[src/rtl/led_sweep_ctrl_pkg.sv]
// Shared types and constants for the LED sweep sequencer.
package led_ctrl_pkg;

   typedef enum logic [2:0] {
      ST_IDLE  = 3'd0,
      ST_CLEAR = 3'd1,
      ST_SEED  = 3'd2,
      ST_LEFT  = 3'd3,
      ST_RIGHT = 3'd4
   } state_t;

   localparam logic [1:0] FN_HOLD  = 2'b00;
   localparam logic [1:0] FN_LEFT  = 2'b01;
   localparam logic [1:0] FN_RIGHT = 2'b10;

   localparam logic [7:0] SEED_LO = 8'h01;
   localparam logic [7:0] SEED_HI = 8'h80;

endpackage

[src/rtl/led_sweep_ctrl_if.sv]
// Handshake between board top level / datapath (master) and the sweep sequencer (slave).
interface led_sweep_ctrl_if;

   logic       start;
   logic       stop;
   logic       mode;
   logic [7:0] dp_o;
   logic       sel_i;
   logic       sel_ii;
   logic       reg_cl;
   logic       ld;
   logic [1:0] funcc;
   logic       busy;
   logic       fault;
   logic [7:0] sweep_cnt;

   modport master (
      output start, stop, mode, dp_o,
      input  sel_i, sel_ii, reg_cl, ld, funcc, busy, fault, sweep_cnt
   );

   modport slave (
      input  start, stop, mode, dp_o,
      output sel_i, sel_ii, reg_cl, ld, funcc, busy, fault, sweep_cnt
   );

endinterface

[src/rtl/led_sweep_ctrl_tick_prescaler.sv]
// Divides clk down to a one-cycle shift-step strobe every TICK_DIV enabled cycles.
module tick_prescaler #(
   parameter int TICK_DIV = 1000
) (
   input  logic clk,
   input  logic cl,
   input  logic en,
   input  logic reload,
   output logic tick
);

   localparam int            CW   = $clog2(TICK_DIV);
   localparam logic [CW-1:0] LAST = CW'(TICK_DIV - 1);
   localparam logic [CW-1:0] ONE  = CW'(1);

   logic [CW-1:0] r_cnt;

   // Count down while enabled; restart from the top on wrap, on request and in reset
   always_ff @(posedge clk) begin
      if (cl || reload) begin
         r_cnt <= LAST;
      end else if (en) begin
         if (r_cnt == '0) r_cnt <= LAST;
         else             r_cnt <= r_cnt - ONE;
      end
   end

   assign tick = en && (r_cnt == '0);

endmodule

[src/rtl/led_sweep_ctrl.sv]
// Sequencer for the 8-bit LED shift datapath: one lit LED sweeps left/right (bounce)
// or left with reload (ring); counts sweeps and recovers from a corrupted pattern.
module led_sweep_ctrl
   import led_ctrl_pkg::*;
#(
   parameter int TICK_DIV = 1000
) (
   input  logic             clk,
   input  logic             cl,
   led_sweep_ctrl_if.slave  bus
);

   state_t     r_state;
   logic       r_mode;
   logic       r_fault;
   logic [7:0] r_sweep_cnt;

   logic       w_tick;
   logic       w_run;
   logic       w_reload;
   logic       w_onehot;
   logic       w_accept;

   state_t     w_next;
   logic       w_sel_i;
   logic       w_sel_ii;
   logic       w_reg_cl;
   logic       w_ld;
   logic [1:0] w_funcc;
   logic       w_cnt_inc;
   logic       w_fault_set;

   function automatic logic is_one_hot(input logic [7:0] v);
      return (v != 8'h00) && ((v & (v - 8'h01)) == 8'h00);
   endfunction

   assign w_run    = (r_state == ST_LEFT) || (r_state == ST_RIGHT);
   assign w_reload = (r_state == ST_SEED);
   assign w_onehot = is_one_hot(bus.dp_o);
   assign w_accept = (r_state == ST_IDLE) && bus.start && !bus.stop;

   tick_prescaler #(
      .TICK_DIV (TICK_DIV)
   ) u_tick (
      .clk    (clk),
      .cl     (cl),
      .en     (w_run),
      .reload (w_reload),
      .tick   (w_tick)
   );

   // Decode datapath controls and next state from {state, tick, feedback}
   always_comb begin
      w_next      = r_state;
      w_sel_i     = 1'b0;
      w_sel_ii    = 1'b0;
      w_reg_cl    = 1'b0;
      w_ld        = 1'b0;
      w_funcc     = FN_HOLD;
      w_cnt_inc   = 1'b0;
      w_fault_set = 1'b0;
      if (bus.stop && (r_state != ST_IDLE)) begin
         // Abort: every control stays low so the register keeps its last value
         w_next = ST_IDLE;
      end else begin
         case (r_state)
            ST_IDLE: begin
               if (w_accept) w_next = ST_CLEAR;
            end
            ST_CLEAR: begin
               w_reg_cl = 1'b1;
               w_next   = ST_SEED;
            end
            ST_SEED: begin
               // sel_ii=0, sel_i=0 selects the low seed 8'h01
               w_ld   = 1'b1;
               w_next = ST_LEFT;
            end
            ST_LEFT: begin
               if (w_tick) begin
                  if (!w_onehot) begin
                     w_fault_set = 1'b1;
                     w_next      = ST_CLEAR;
                  end else if (bus.dp_o != SEED_HI) begin
                     w_ld     = 1'b1;
                     w_sel_ii = 1'b1;
                     w_funcc  = FN_LEFT;
                  end else if (!r_mode) begin
                     w_ld     = 1'b1;
                     w_sel_ii = 1'b1;
                     w_funcc  = FN_RIGHT;
                     w_next   = ST_RIGHT;
                  end else begin
                     // Ring wrap: reload the low seed instead of shifting
                     w_ld      = 1'b1;
                     w_cnt_inc = 1'b1;
                  end
               end
            end
            ST_RIGHT: begin
               if (w_tick) begin
                  if (!w_onehot) begin
                     w_fault_set = 1'b1;
                     w_next      = ST_CLEAR;
                  end else if (bus.dp_o != SEED_LO) begin
                     w_ld     = 1'b1;
                     w_sel_ii = 1'b1;
                     w_funcc  = FN_RIGHT;
                  end else begin
                     w_ld      = 1'b1;
                     w_sel_ii  = 1'b1;
                     w_funcc   = FN_LEFT;
                     w_cnt_inc = 1'b1;
                     w_next    = ST_LEFT;
                  end
               end
            end
            default: begin
               w_next = ST_IDLE;
            end
         endcase
      end
   end

   // Advance state and keep the mode latch, sticky fault and sweep counter
   always_ff @(posedge clk) begin
      if (cl) begin
         r_state     <= ST_IDLE;
         r_mode      <= 1'b0;
         r_fault     <= 1'b0;
         r_sweep_cnt <= 8'h00;
      end else begin
         r_state <= w_next;
         if (w_accept) begin
            r_mode  <= bus.mode;
            r_fault <= 1'b0;
         end
         if (w_fault_set) r_fault <= 1'b1;
         if (w_cnt_inc)   r_sweep_cnt <= r_sweep_cnt + 8'h01;
      end
   end

   assign bus.sel_i     = w_sel_i;
   assign bus.sel_ii    = w_sel_ii;
   assign bus.reg_cl    = w_reg_cl;
   assign bus.ld        = w_ld;
   assign bus.funcc     = w_funcc;
   assign bus.busy      = (r_state != ST_IDLE);
   assign bus.fault     = r_fault;
   assign bus.sweep_cnt = r_sweep_cnt;

endmodule

[src/flat_wrapper.sv]
// flat-port wrapper written by rule: the top's interface ports become plain ports
module led_sweep_ctrl_flat import led_ctrl_pkg::*;
#(
   parameter int TICK_DIV = 1000
)
  (clk, cl, bus_start, bus_stop, bus_mode, bus_dp_o, bus_sel_i, bus_sel_ii, bus_reg_cl, bus_ld, bus_funcc, bus_busy, bus_fault, bus_sweep_cnt);
  led_sweep_ctrl_if bus_i ();
  input  logic clk;
  input  logic cl;
  input wire logic [$bits(bus_i.start)-1:0] bus_start;
  input wire logic [$bits(bus_i.stop)-1:0] bus_stop;
  input wire logic [$bits(bus_i.mode)-1:0] bus_mode;
  input wire logic [$bits(bus_i.dp_o)-1:0] bus_dp_o;
  output wire logic [$bits(bus_i.sel_i)-1:0] bus_sel_i;
  output wire logic [$bits(bus_i.sel_ii)-1:0] bus_sel_ii;
  output wire logic [$bits(bus_i.reg_cl)-1:0] bus_reg_cl;
  output wire logic [$bits(bus_i.ld)-1:0] bus_ld;
  output wire logic [$bits(bus_i.funcc)-1:0] bus_funcc;
  output wire logic [$bits(bus_i.busy)-1:0] bus_busy;
  output wire logic [$bits(bus_i.fault)-1:0] bus_fault;
  output wire logic [$bits(bus_i.sweep_cnt)-1:0] bus_sweep_cnt;
  assign bus_i.start = bus_start;
  assign bus_i.stop = bus_stop;
  assign bus_i.mode = bus_mode;
  assign bus_i.dp_o = bus_dp_o;
  assign bus_sel_i = bus_i.sel_i;
  assign bus_sel_ii = bus_i.sel_ii;
  assign bus_reg_cl = bus_i.reg_cl;
  assign bus_ld = bus_i.ld;
  assign bus_funcc = bus_i.funcc;
  assign bus_busy = bus_i.busy;
  assign bus_fault = bus_i.fault;
  assign bus_sweep_cnt = bus_i.sweep_cnt;
  led_sweep_ctrl #(.TICK_DIV(TICK_DIV)) u_core (.clk(clk), .cl(cl), .bus(bus_i));
endmodule
[config.mk]
export PLATFORM = sky130hd
export DESIGN_NAME = led_sweep_ctrl_flat
export DESIGN_NICKNAME = d
export VERILOG_FILES = /design/src/rtl/led_sweep_ctrl_pkg.sv /design/src/rtl/led_sweep_ctrl_if.sv /design/src/rtl/led_sweep_ctrl_tick_prescaler.sv /design/src/rtl/led_sweep_ctrl.sv /design/src/flat_wrapper.sv
export SDC_FILE = /design/constraint.sdc
export NUM_CORES = 1
export LEC_CHECK = 0
export ABC_AREA = 1
export CAP_MARGIN = 25
export CORE_AREA = 2 2 58 60
export CTS_CLUSTER_SIZE = 24
export DETAILED_ROUTE_END_ITERATION = 7
export DIE_AREA = 0 0 60 62
export GPL_ROUTABILITY_DRIVEN = 1
export PLACE_DENSITY = 0.81
export SYNTH_ARGS = -nofsm -noshare
export SYNTH_HDL_FRONTEND = slang
export SYNTH_SLANG_ARGS = --single-unit
[constraint.sdc]
create_clock -name clk -period 4.35 [get_ports clk]
set_input_delay 1.305 -clock clk [delete_from_list [all_inputs] [get_ports clk]]
set_output_delay 1.305 -clock clk [all_outputs]
set_load 0.03 [all_outputs]
==> results of run 1 <==
-- path summary, 6_finish.rpt --
path | to | slack [ns]
worst min register to register | u_core.bus.fault$_SDFFE_PP0P_ | 0.48
worst min-delay path | u_core.bus.fault$_SDFFE_PP0P_ | 0.48
worst max-delay path | bus_sel_ii | 0.14
worst max register to register | u_core.bus.sweep_cnt[0]$_SDFFE_PP0P_ | 2.51
-- cells by family (layout without fill, tap and decap cells) --
| logic type | Yosys count | in the layout |
|---|---|---|
| and+or+nand+nor | 121 | 121 |
| buffers and inverters | 39 | 67 |
| AOI/OAI and AO/OA | 34 | 34 |
| DFF | 23 | 23 |
| xor gates and xnor gates | 8 | 8 |
| adders and majority gates | 2 | 2 |
| other | 1 | 1 |
-- metal layers --
metal / vias to the layer above / wire length (um) / part of all wire / GRT usage
met3: 5 / 61 / 0.019 / 0.0269
li1: 791 / - / - / -
met5: - / 0 / 0 / 0
met1: 652 / 1550 / 0.49 / 0.241
met4: 0 / 55 / 0.017 / 0.0794
met2: 20 / 1500 / 0.47 / 0.325
-- power groups by stage --
stage | clock network (W) | registers [W] | logic [W]
2_1_floorplan | 0 | 0.000253 | 0.000222
3_3_place_gp | 0 | 0.000255 | 0.000284
3_5_place_dp | 0 | 0.000256 | 0.000287
4_1_cts | 0.000108 | 0.000251 | 0.000288
5_1_grt | 0.000115 | 0.000254 | 0.000319
6_report | 0.000103 | 0.000251 | 0.000288
-- worst max-delay path: cells and delay by family --
family,cells,cell delay (ns)
and+or+nand+nor,5,0.63
AOI/OAI and AO/OA,2,0.32
buffers and inverters,2,0.65
-- per-stage QoR --
stage,utilization,power (W),setup WS (ns),cell area (sq um),hold slack (ns)
after global placement,0.609,0.000539,0.176,1940,0.461
after CTS,0.618,0.000647,0.128,1960,0.487
final,0.618,0.000642,0.139,1960,0.483
after floorplan,-,0.000475,0.535,1640,0.445
after detailed placement,0.609,0.000543,0.133,1940,0.468
after global routing,0.618,0.000689,0.00121,1960,0.507
-- flip-flops by register name (all words and copies together), names as in the netlist --
name / cells
u_core.u_tick.r_cnt: 10
u_core.bus.fault: 1
u_core.r_state: 3
u_core.r_mode: 1
u_core.bus.sweep_cnt: 8
-- cell type report --
type	count	area (sq um)	area share
timing repair buffer	27	260	0.132
inverter	36	138	0.0701
clock inverter	1	5.00	0.00255
tap	46	57.6	0.0293
sequential	23	460	0.234
multi-input combinational	166	1020	0.520
clock buffer	3	22.5	0.0115
-- cell usage in the layout (no fill, tap or decap), types with 4 or more instances in the layout --
master and count:
nor2_2 7, inv_2 4, nor2_1 22, nor2_4 5
inv_1 31, nand4_1 9, nand2_1 41, o21ai_0 7
xnor2_1 4, dfxtp_1 23, nand3_2 7, buf_4 4
a21oi_2 4, clkdlybuf4s50_1 23, nand2_2 5, nand2_4 4
a21oi_1 14, nand3_1 11, xor2_1 4
==> results.tsv, run 1 <==
stage	metric	value	unit
clocking	cts_resized	0	
clocking	h-tree-depth	1	
timing	slew_violations	0	
setup_path	crit_top_cell	nor2_4	
setup_path	critPathCaptureType	output port	
synth	async_reset_ff_frac	0	
synth	syn_area	1640	sq um
setup_path	arrival	2.91	ns
timing	max_freq	237	MHz
setup_path	r2r-start	u_core.u_tick.r_cnt[0]$_SDFFE_PP1N_	
clocking	clkTransAtPathRegs	0.14	ns
layout	layout-drive-gt1-share	0.215	
pwr	p_clk_frac	0.161	
clocking	cts_tree	built	
hold_path	hold_start	u_core.bus.fault$_SDFFE_PP0P_	
synth	synth_cells	228	
hold_path	holdPathStages	2	
setup_path	crit_required	3.04	ns
layout	instances_no_fill	302	
synth	synthMuxAreaShare	0	
floorplanning	core	3180	sq um
synth	synth.area.top_cells	dfxtp_1 (28%), nand2_1 (9.4%), inv_1 (7.1%)	
clocking	cts.sinks	23	
clocking	clockBufferDepth	2	
global_route	antenna_found_initial	0	
synth	synth_warnings	0	
synth	synthSimpleGateAreaFrac	0.438	
pwr	switching_share	0.431	
synth	synth_top_family_by_area	simple AND/OR/NAND/NOR gates	
global_route	grt-ovfl-total	0	
floorplanning	ios	29	
synth	syn_avg_cell_area	7.20	sq um
drt	routed_wl	3170	um
floorplanning	start_util	0.516	
setup_path	cp_max_fo	7	
pwr	leakagePower	0.801	nW
global_route	grtUsageTotal	0.190	
global_route	grt_pass1_wl	5400	um
clocking	root_buffer	clkbuf_4	
setup_path	r2r_cells	9	
pwr	p_switching	0.000277	W
timing	final-setup-viol-count	0	
synth	synth_compound_area_frac	0.123	
run	maxCapViolCount	0	
timing	rsz0062_at_grt	no	
synth	ys_types	36	
synth	synth_xor_xnor_area_share	0.0427	
clocking	cts_buffers	3	
placement	place_congestion	0.809	
floorplanning	die_height	62	um
floorplanning	dieArea	3720	sq um
layout	num_antenna_cells	0	
pwr	peakVddDrop	0.216	mV
setup_path	setup.worst_path.start	bus_dp_o[3]	
timing	post-route-period-util	0.968	
clocking	cts_hold_buf	0	
setup_path	path_class	in -> out	
drt	drt-initial-drc-count	71	
placement	portBuffers	27	
setup_path	crit_slowest_cell	clkdlybuf4s50_1	
drt	vias_per_cell	4.86	
synth	synthTopCellsByCount	nand2_1 (41), inv_1 (31), dfxtp_1 (23)	
global_route	grt_pass1_vias	1305	
placement	dp_cells	298	
pwr	power_frac_comb	0.448	
hold_path	hold_class	reg -> reg	
synth	yosys.area_share.adder	0.0152	
setup_path	slowest_delay	0.46	ns
synth	synth.most_common_cell	nand2_1	
pwr	p_per_area	327	nW/um^2
status	outcome	finished clean	
pwr	power_frac_seq	0.391	
layout	final_nets	272	
timing	finalHoldViolations	0	
clocking	worst_skew_pair.late_latency	0.32	ns
setup_path	crit_chain	clkdlybuf4s50_1 > nor2_4 > nand2_4 > o21bai_1 > nand2_1 > nor2_4 > nand3_2 > a31oi_1 > buf_4	
synth	ys_ff_latch	23	
synth	yosys.area.top_type_share	0.280	
layout	fillers	285	
drt	dr.pass1.iters	4	
layout	area_growth	19.7	%
drt	wl_per_cell	10.5	um
drt	drcViolationCount	0	
clocking	cts_setup_buffers	0	
pwr	p_int	0.000365	W
timing	skew	0.00932	ns
timing	fin_crit	4.21	ns
floorplanning	die_w	60	um
timing	timing.setup.tns	0	ns
drt	antenna_left	0	
synth	syn_nets	243	
synth	synth_top_area_cell	dfxtp_1	
setup_path	start_kind	primary input	
synth	synth-edff-count	0	
placement	dp_hpwl	2470	um
drt	via_count	1468	
synth	ys_seq_area_frac	0.280	
global_route	grt_max_degree	14	
floorplanning	fp-row-count	21	
synth	synthFlopType	dfxtp_1	
(Power assumes the default switching activity.)
==> run 2, diff against run 1 <==
--- a/config.mk
+++ b/config.mk
@@ -6,12 +6,12 @@
 export NUM_CORES = 1
 export LEC_CHECK = 0
 export ABC_AREA = 1
-export CAP_MARGIN = 25
 export CORE_AREA = 2 2 58 60
 export CTS_CLUSTER_SIZE = 24
 export DETAILED_ROUTE_END_ITERATION = 7
 export DIE_AREA = 0 0 60 62
 export GPL_ROUTABILITY_DRIVEN = 1
+export HOLD_SLACK_MARGIN = 0.15
 export PLACE_DENSITY = 0.81
 export SYNTH_ARGS = -nofsm -noshare
 export SYNTH_HDL_FRONTEND = slang
==> results of run 2 <==
No change in the layout: final DEF, timing and power equal those of run 1.
==> run 3, diff against run 2 <==
--- a/config.mk
+++ b/config.mk
@@ -6,10 +6,11 @@
 export NUM_CORES = 1
 export LEC_CHECK = 0
 export ABC_AREA = 1
-export CORE_AREA = 2 2 58 60
+export ABC_CLOCK_PERIOD_IN_PS = 4350
+export CORE_AREA = 2 2 61 57
 export CTS_CLUSTER_SIZE = 24
 export DETAILED_ROUTE_END_ITERATION = 7
-export DIE_AREA = 0 0 60 62
+export DIE_AREA = 0 0 63 59
 export GPL_ROUTABILITY_DRIVEN = 1
 export HOLD_SLACK_MARGIN = 0.15
 export PLACE_DENSITY = 0.81
==> constraint.sdc (replaced) <==
create_clock -name clk -period 4.35 [get_ports clk]
set_input_delay 1.0875 -clock clk [delete_from_list [all_inputs] [get_ports clk]]
set_output_delay 1.0875 -clock clk [all_outputs]
set_load 0.03 [all_outputs]
==> results.tsv, run 3 (synthesized netlist as in run 1, its figures left out) <==
stage	metric	value	unit	change
layout	postLayoutCellArea	1980	sq um	+0.57%
floorplanning	die_w	63	um	+5.0%
global_route	antenna_found_initial	0		unchanged
clocking	cts_tree	built		
clocking	h-tree-depth	1		unchanged
timing	final-setup-viol-count	0		unchanged
timing	post-route-period-util	0.963		-0.00509
layout	final_cell_mix	nand2_1 (41), inv_1 (31), clkdlybuf4s50_1 (24), dfxtp_1 (23), nor2_1 (22)		
hold_path	hold_start	u_core.u_tick.r_cnt[0]$_SDFFE_PP1N_		
pwr	p_int	0.000367	W	+0.43%
layout	largest_reg_flops	10		unchanged
drt	drt-initial-drc-count	78		+9.9%
timing	slew_violations	0		unchanged
drt	routed_wl	3140	um	-0.76%
setup_path	r2r-start	u_core.u_tick.r_cnt[0]$_SDFFE_PP1N_		
hold_path	holdPathStages	1		-1
floorplanning	core	3020	sq um	-5.0%
layout	layout-drive-gt1-share	0.195		-0.0195
setup_path	rrSetupSlack	2.54	ns	+0.03 ns
setup_path	path_class	in -> out		
pwr	p_switching	0.000267	W	-3.4%
timing	max_freq	239	MHz	+0.53%
status	outcome	finished clean		
layout	fillers	272		-4.6%
drt	vias_per_cell	4.98		+2.4%
global_route	grtUsageTotal	0.176		-0.0141
run	maxCapViolCount	0		unchanged
drt	antenna_left	0		unchanged
placement	dpl_cell_area	1940	sq um	+0.26%
setup_path	critPathCaptureType	output port		
layout	num_antenna_cells	0		unchanged
pwr	power_frac_comb	0.452		+0.004
pwr	leakagePower	0.846	nW	+5.7%
layout	final_nets	272		unchanged
timing	finalHoldViolations	0		unchanged
setup_path	cp_max_fo	7		unchanged
timing	timing.setup.tns	0	ns	unchanged
hold_path	hold_path_end	u_core.u_tick.r_cnt[0]$_SDFFE_PP1N_		
hold_path	hold_class	reg -> reg		
layout	area_growth	20.4	%	
placement	dp_hpwl	2570	um	+4.1%
placement	dp_worst_setup_slack	0.0634	ns	-0.0700 ns
pwr	peakVddDrop	0.300	mV	+39%
pwr	p_per_area	321	nW/um^2	-1.8%
floorplanning	die_height	59	um	-4.8%
floorplanning	ios	29		unchanged
clocking	clockBufferDepth	2		unchanged
floorplanning	dieArea	3720	sq um	about the same
layout	largest-register	u_core.u_tick.r_cnt		
timing	fin_crit	4.19	ns	-0.0222 ns
layout	final_util	0.654		+0.0365
setup_path	arrival	3.10	ns	+0.19 ns
drt	dr.pass1.iters	4		unchanged
setup_path	r2r_cells	9		unchanged
clocking	cts_resized	0		unchanged
placement	place_congestion	0.874		+8.0%
floorplanning	start_util	0.544		+0.0274
timing	skew	0.00721	ns	-0.00211 ns
drt	via_count	1484		+1.1%
global_route	grt_pass1_vias	1262		-3.3%
clocking	cts.sinks	23		unchanged
setup_path	r2r_end	u_core.bus.sweep_cnt[0]$_SDFFE_PP0P_		
pwr	switching_share	0.422		-0.00948
layout	final_common_cell	nand2_1		
timing	rsz0062_at_grt	no		
placement	portBuffers	27		unchanged
global_route	grt_pass1_wl	5300	um	-1.9%
clocking	cts_setup_buffers	0		unchanged
setup_path	start_kind	primary input		
clocking	clkTransAtPathRegs	0.11	ns	-0.03 ns
floorplanning	fp-row-count	19		-9.5%
pwr	p_clk_frac	0.153		-0.008
clocking	cts_hold_buf	0		unchanged
clocking	root_buffer	clkbuf_4		
setup_path	crit_required	3.26	ns	+0.22 ns
clocking	worst_skew_pair.late_latency	0.31	ns	about the same
global_route	grt_max_degree	13		-1
pwr	power_frac_seq	0.395		+0.004
timing	fin_ws	0.161	ns	+0.0222 ns
global_route	grt-ovfl-total	0		unchanged
drt	drcViolationCount	0		unchanged
drt	wl_per_cell	10.6	um	+0.57%
clocking	cts_buffers	3		unchanged
==> run 3: changes by cell type in the layout (fill, tap and decap cells not counted) <==
cell	before	now
clkbuf_1	0	1
clkdlybuf4s50_1	23	24
buf_4	4	0
clkinv_2	1	0
dlymetal6s2s_1	0	3
==> run 3: layout make-up <==
cell class / count / area, sq um / share of cell area
inverters: 36 / 138 / 0.0697
well taps: 42 / 52.6 / 0.0266
repair buffers: 27 / 278 / 0.141
multi-input cells: 166 / 1020 / 0.517
clock buffers: 4 / 26.3 / 0.0133
flip-flops and latches: 23 / 460 / 0.233
==> run 3: how the worst max path moves through the flow <==
| stage | slack (ns) | end | depth (start not counted) | start |
|---|---|---|---|---|
| 2_1_floorplan | 0.97 | bus_sel_ii | 7 | bus_dp_o[1] |
| 4_1_cts | 0.06 | bus_sel_ii | 9 | bus_dp_o[2] |
| 3_3_place_gp | 0.10 | bus_sel_ii | 9 | bus_dp_o[2] |
| 3_5_place_dp | 0.06 | bus_sel_ii | 9 | bus_dp_o[2] |
| 5_1_grt | 0.01 | bus_ld | 9 | bus_dp_o[5] |
| 6_report | 0.16 | bus_ld | 9 | bus_dp_o[2] |
==> run 3: metrics by stage <==
| step | power, W | std cells | hold WS (ns) |
|---|---|---|---|
| finish | 0.000634 | 298 | 0.486 |
| global placement | 0.000539 | 294 | 0.468 |
| detailed placement | 0.000541 | 294 | 0.475 |
| global route | 0.000677 | 298 | 0.510 |
| CTS | 0.000639 | 298 | 0.493 |
| floorplan | 0.000475 | 228 | 0.445 |
==> run 3: layer usage <==
metal,up-vias,part of all wire,GRT usage
met5,-,0,0
met4,0,0.0060,0.0381
met3,2,0.053,0.0361
met2,34,0.45,0.281
met1,652,0.49,0.248
li1,796,-,-
==> run 3: critical path, stage by stage <==
cell and delay, ns:
clkdlybuf4s50_1 0.46, nor2_4 0.19, nand2_4 0.10, o21bai_1 0.14
nand2_1 0.10, nor2_4 0.13, nand3_2 0.11, o21ai_0 0.09
clkdlybuf4s50_1 0.69
==> run 3: power by group through the flow <==
stage / clock network (W) / registers (W) / logic (W)
after detailed placement: 0 / 0.000255 / 0.000286
after floorplan: 0 / 0.000253 / 0.000222
final: 0.0000972 / 0.000251 / 0.000286
after global placement: 0 / 0.000254 / 0.000284
after global routing: 0.000107 / 0.000254 / 0.000316
after CTS: 0.000101 / 0.000250 / 0.000287
